<file path="src/rtl/data_pkg.sv">
// Shared constants for the SD host data path (data_control, data_send, data_fifo).
package data_pkg;

  localparam int FIFO_data_size         = 32;
  localparam int Blocks_size_to_process = 512;
  localparam int Register_size          = 32;

  localparam int FIFO_addr_size = 4;
  localparam int FIFO_depth     = 1 << FIFO_addr_size;
  localparam int Almost_margin  = 2;

endpackage

</file>
<file path="src/rtl/data_fifo_mem.sv">
// Storage array for data_fifo: one write port and one registered read port.
// Only the read register is reset; the array itself keeps whatever it held.
module data_fifo_mem
  import data_pkg::*;
#(
  parameter int DATA_W = FIFO_data_size,
  parameter int ADDR_W = FIFO_addr_size
) (
  input  logic              clk,
  input  logic              rst_n,
  input  logic              wr_en,
  input  logic [ADDR_W-1:0] wr_addr,
  input  logic [DATA_W-1:0] wr_data,
  input  logic              rd_en,
  input  logic [ADDR_W-1:0] rd_addr,
  output logic [DATA_W-1:0] rd_data
);

  logic [DATA_W-1:0] mem [1 << ADDR_W];

  // Write port: store the pushed word at the write address.
  always_ff @(posedge clk) begin
    if (wr_en) begin
      mem[wr_addr] <= wr_data;
    end
  end

  // Read port: capture the addressed word on a pop, otherwise hold the last one.
  always_ff @(posedge clk) begin
    if (!rst_n) begin
      rd_data <= '0;
    end else if (rd_en) begin
      rd_data <= mem[rd_addr];
    end
  end

endmodule

</file>
<file path="src/rtl/data_fifo.sv">
// Word FIFO between the host bus interface and data_send. Occupancy is kept in
// its own counter; status flags decode that counter, so they only change on an edge.
module data_fifo #(
  parameter int FIFO_data_size = data_pkg::FIFO_data_size,
  parameter int FIFO_addr_size = data_pkg::FIFO_addr_size,
  parameter int Almost_margin  = data_pkg::Almost_margin
) (
  input  logic                      iClock,
  input  logic                      iReset,
  input  logic                      iFlush,
  input  logic                      iWrite_enable,
  input  logic [FIFO_data_size-1:0] iData_in,
  input  logic                      iRead_enable,
  output logic [FIFO_data_size-1:0] oData_out,
  output logic                      oData_valid,
  output logic                      oFull,
  output logic                      oEmpty,
  output logic                      oAlmost_full,
  output logic                      oAlmost_empty,
  output logic [FIFO_addr_size:0]   oCount,
  output logic                      oFIFO_ok
);

  localparam int CW    = FIFO_addr_size + 1;
  localparam int DEPTH = 1 << FIFO_addr_size;

  localparam logic [CW-1:0]             CNT_DEPTH  = CW'(DEPTH);
  localparam logic [CW-1:0]             CNT_AFULL  = CW'(DEPTH - Almost_margin);
  localparam logic [CW-1:0]             CNT_AEMPTY = CW'(Almost_margin);
  localparam logic [CW-1:0]             CNT_ONE    = CW'(1);
  localparam logic [FIFO_addr_size-1:0] PTR_ONE    = FIFO_addr_size'(1);

  logic [FIFO_addr_size-1:0] wp;
  logic [FIFO_addr_size-1:0] rp;
  logic [CW-1:0]             count;
  logic                      data_valid;
  logic                      overflow_err;
  logic                      underflow_err;
  logic                      full;
  logic                      empty;
  logic                      active;
  logic                      push_ok;
  logic                      pop_ok;

  // Accept/reject decisions; a pop frees a slot so a full FIFO can still take a push.
  always_comb begin
    full    = (count == CNT_DEPTH);
    empty   = (count == '0);
    active  = iReset && !iFlush;
    pop_ok  = active && iRead_enable && !empty;
    push_ok = active && iWrite_enable && (!full || pop_ok);
  end

  // Pointers, occupancy and the pop-valid pulse; reset beats flush beats traffic.
  always_ff @(posedge iClock) begin
    if (!iReset) begin
      wp         <= '0;
      rp         <= '0;
      count      <= '0;
      data_valid <= 1'b0;
    end else if (iFlush) begin
      wp         <= '0;
      rp         <= '0;
      count      <= '0;
      data_valid <= 1'b0;
    end else begin
      if (push_ok) wp <= wp + PTR_ONE;
      if (pop_ok)  rp <= rp + PTR_ONE;
      case ({push_ok, pop_ok})
        2'b10:   count <= count + CNT_ONE;
        2'b01:   count <= count - CNT_ONE;
        default: count <= count;
      endcase
      data_valid <= pop_ok;
    end
  end

  // Sticky error flags: any rejected request latches until the next reset.
  always_ff @(posedge iClock) begin
    if (!iReset) begin
      overflow_err  <= 1'b0;
      underflow_err <= 1'b0;
    end else if (!iFlush) begin
      if (iWrite_enable && !push_ok) overflow_err  <= 1'b1;
      if (iRead_enable && !pop_ok)   underflow_err <= 1'b1;
    end
  end

  data_fifo_mem #(
    .DATA_W (FIFO_data_size),
    .ADDR_W (FIFO_addr_size)
  ) u_mem (
    .clk     (iClock),
    .rst_n   (iReset),
    .wr_en   (push_ok),
    .wr_addr (wp),
    .wr_data (iData_in),
    .rd_en   (pop_ok),
    .rd_addr (rp),
    .rd_data (oData_out)
  );

  assign oData_valid   = data_valid;
  assign oFull         = full;
  assign oEmpty        = empty;
  assign oAlmost_full  = (count >= CNT_AFULL);
  assign oAlmost_empty = (count <= CNT_AEMPTY);
  assign oCount        = count;
  assign oFIFO_ok      = !(overflow_err || underflow_err);

endmodule

</file>
<file path="config.mk">
export PLATFORM = sky130hd
export DESIGN_NAME = data_fifo
export DESIGN_NICKNAME = d
export VERILOG_FILES = /design/src/rtl/data_pkg.sv /design/src/rtl/data_fifo_mem.sv /design/src/rtl/data_fifo.sv
export SDC_FILE = /design/constraint.sdc
export NUM_CORES = 1
export LEC_CHECK = 0
export ABC_AREA = 1
export BUFFER_PORTS_ARGS = -buffer_cell sky130_fd_sc_hd__buf_2
export CORE_UTILIZATION = 31
export CTS_CLUSTER_SIZE = 8
export DETAILED_ROUTE_END_ITERATION = 12
export PLACE_DENSITY = 0.55
export SLEW_MARGIN = 10
export SYNTH_ARGS = -nofsm -noshare
export SYNTH_HDL_FRONTEND = slang
export SYNTH_SLANG_ARGS = --single-unit
</file>
<file path="constraint.sdc">
create_clock -name iClock -period 3 [get_ports iClock]
set_clock_uncertainty 0.05 [all_clocks]
set_input_delay 0.15 -clock iClock [delete_from_list [all_inputs] [get_ports iClock]]
set_output_delay 0.15 -clock iClock [all_outputs]
set_load 0.005 [all_outputs]
</file>
==> flow_summary.ini <==
[floorplanning]
die_h_um = 276
initial_core_util_pct = 31.3
chipWidth_um = 276
die-area_um2 = 76300
core_um2 = 74400
num_rows = 100
pin_count = 80

[cts]
numCtsBuffers = 80
clock-root-buffer = clkbuf_16
clockBufferDepth = 3
clk_latency_ns = 0.60
cts_setup_buffers = 0
clock-sinks = 560
path_clk_slew_ns = 0.05
cts_htree_levels = 3
cts_tree = built

[critical_path]
worstSetupPathType = in2reg
crit_chain = dlygate4sd3_1 -> buf_2 -> inv_1 -> nand2_4 -> dlygate4sd3_1 -> nor2_4 -> nand2_2 -> nand2_4 -> nand2_4 -> inv_4 -> nand2_2 -> nor2_4 -> buf_12
cpMaxStageDelayCell = dlygate4sd3_1
cp.depth = 13
critPathMaxStageDelay_ns = 0.69
r2r_end = u_mem.mem[10][7]
cp_top_family = buffers and inverters
critPathLaunchType = primary input
crit_top_cell = nand2_4
crit_arrival_ns = 3.06
end_kind = register
worstPathRequired_ns = 3.25
critPathMaxFanout = 19
cp_num_buf_inv = 6
rrSetupSlack_ns = 0.63
r2r_cells = 9
rr_startpoint = oCount[0]

[place]
io_buffers = 79
place_area_um2 = 24900
place.gp.congestion = 0.855
place_ws_ns = 0.650
dp_cells = 3130
dp_hpwl_mm = 37.4

[timing]
slew_headroom_pct = 43.5
setup_ws_ns = 0.189
fin_tns_setup_ns = 0
rsz0062_at_grt = no
setup_viol = 0
fmax_mhz = 356
final_hold_viol_count = 0
report.final.slew_viol_count = 0
fin_crit_sh_pct = 93.7
worst-slew-pin-transition_ns = 0.842
layout_min_cycle_time_ns = 2.81

[final_layout]
multi_input_area_um2 = 5640
fin_cells = 3305
fillers = 7140
syn2layout_area_growth_pct = 18.1
fin_area_um2 = 27500
layout.nets = 2326
drive_gt1_share_pct = 10.5
seq_area_um2 = 16300

[drt]
routed_wl_mm = 64.0
drt_iter0_markers = 1233
dr.pass1.iters = 5
routed_via_density = 4.73
wl_per_cell_um = 19.4
drc = 0
drtAntennaViolNets = 0
vias = 15600

[global_routing]
grt_max_degree = 144
antenna_found_initial = 0
grt_pass1_vias = 15500
grtUsageTotal_pct = 16.7
overflow = 0
grt_pass1_wl_mm = 97.2

[power_and_ir_drop]
power.density_nw_per_um2 = 625
p_leak_nw = 10.9
irDropWorstVdd_uv = 416

[synth]
synth_nets = 2205
postSynthAreaPerCell_um2 = 10.8
synthesis.area_um2 = 23300
syn_inst = 2159
ys_ff_latch = 560
synth-seq-area-share_pct = 70.1
yosysWarnings = 0
ys_types = 32

[worst_hold_path]
holdPathStages = 4
min_from = iWrite_enable
worstHoldPathType = in2reg
min_to = overflow_err

[run]
max_cap_violations = 0

[run_status]
status = finished, final reports clean
[layout by cell type, fill, tap and decap left out, drive strengths merged]
master,netlist,final
nand2,764,764
edfxtp,512,512
nand3,387,387
inv,203,208
clkbuf,30,132
buf,88,120
nor2,66,66
dfxtp,48,48
dlygate4sd3,0,37
o21ai,29,29
a21oi,13,13
ha,8,8
xor2,2,2
diode,0,1
nor3,1,1
a21o,1,1
a32o,1,1
a22o,1,1
a2111oi,1,1
xnor2,1,1
clkinv,2,1
fa,1,1
clkinvlp,0,1
[synthesized netlist by cell type]
| master | instances | area share, % |
|---|---|---|
| a22o_1 | 1 | 0.038 |
| a21o_1 | 1 | 0.032 |
| dfxtp_1 | 48 | 4.1 |
| xor2_1 | 2 | 0.075 |
| a2111oi_0 | 1 | 0.038 |
| clkinv_2 | 1 | 0.021 |
| buf_6 | 14 | 0.68 |
| ha_1 | 8 | 0.43 |
| nand3_4 | 1 | 0.075 |
| nor2_2 | 1 | 0.027 |
| a21oi_2 | 2 | 0.075 |
| buf_4 | 19 | 0.61 |
| clkbuf_1 | 30 | 0.48 |
| nand2_2 | 5 | 0.13 |
| a21oi_1 | 11 | 0.24 |
| inv_4 | 2 | 0.054 |
| clkinv_1 | 1 | 0.016 |
| nor2_1 | 64 | 1.0 |
| xnor2_1 | 1 | 0.038 |
| nor2_4 | 1 | 0.048 |
| nor3_1 | 1 | 0.021 |
| nand2_1 | 756 | 12 |
| buf_1 | 7 | 0.11 |
| buf_8 | 1 | 0.064 |
| o21ai_0 | 29 | 0.62 |
| buf_2 | 47 | 1.0 |
| inv_1 | 201 | 3.2 |
| nand2_4 | 3 | 0.14 |
| nand3_1 | 386 | 8.3 |
| edfxtp_1 | 512 | 66 |
| a32o_1 | 1 | 0.043 |
| fa_1 | 1 | 0.086 |
[state kept, by name (all words and copies together), names as in the netlist]
register and count:
wp 4, u_mem.mem 512, u_mem.rd_data 32, underflow_err 1, overflow_err 1, oData_valid 1, oCount 5, rp 4
[power by group]
group	switching, mW	total, mW	leakage (nW)	internal (mW)
registers	0.0178	8.58	5.00	8.56
clock network	3.20	8.22	1.08	5.01
logic	0.303	0.420	4.80	0.116
[final cells by class]
class	instances	area share [%]
flip-flops and latches	560	59.4
clock buffers	132	8.09
clock inverters	5	0.155
multi-input cells	1276	20.5
inverters	205	2.83
repair buffers	157	4.67
well taps	969	4.40
diodes	1	0.00909
[metrics by stage]
step,hold slack (ns),power [mW],utilization (%)
after detailed placement,0.417,9.11,33.4
after floorplan,0.199,8.87,-
after CTS,0.0277,17.4,37.0
final,0.0516,17.2,37.0
after global placement,0.421,9.11,33.4
after global routing,0.0584,17.8,37.0
[cell families after synthesis]
| kind of cell | share of synthesized area (%) |
|---|---|
| DFF | 70.1 |
| AOI/OAI and AO/OA | 1.08 |
| buffers and inverters | 6.28 |
| xor gates and xnor gates | 0.113 |
| adders and majority gates | 0.515 |
| and+or+nand+nor | 21.9 |
[repair_timing]
action | CTS | global route
hold endpoints to repair | 516 | 0
setup endpoints to repair | 0 | 0
hold buffers | 37 | 0
gates resized for setup | 0 | 0
[how the worst max path moves through the flow]
stage	slack, ns	start	end
after CTS	0.20	iFlush	u_mem.mem[11][3]
after detailed placement	0.65	oCount[0]	u_mem.mem[11][18]
after global routing	0.06	iFlush	u_mem.mem[10][20]
final	0.19	iFlush	u_mem.mem[10][7]
after global placement	0.72	oCount[0]	oCount[4]
after floorplan	0.09	oCount[0]	u_mem.mem[0][0]
[metal layers]
layer	vias to the layer above	wire, µm	global-route usage [%]
met2	521	31600	28.7
met4	0	1500	4.98
li1	7452	-	-
met5	-	0	0
met1	7571	27500	21.7
met3	95	3340	2.61
[worst reg2reg max path: cells and delay by family, from the launching register on]
family | cells | cell delay, ns
simple gates | 6 | 1.09
buf+inv | 3 | 0.51
flops | 1 | 0.42
No activity file was read; power rests on OpenSTA's default activity.
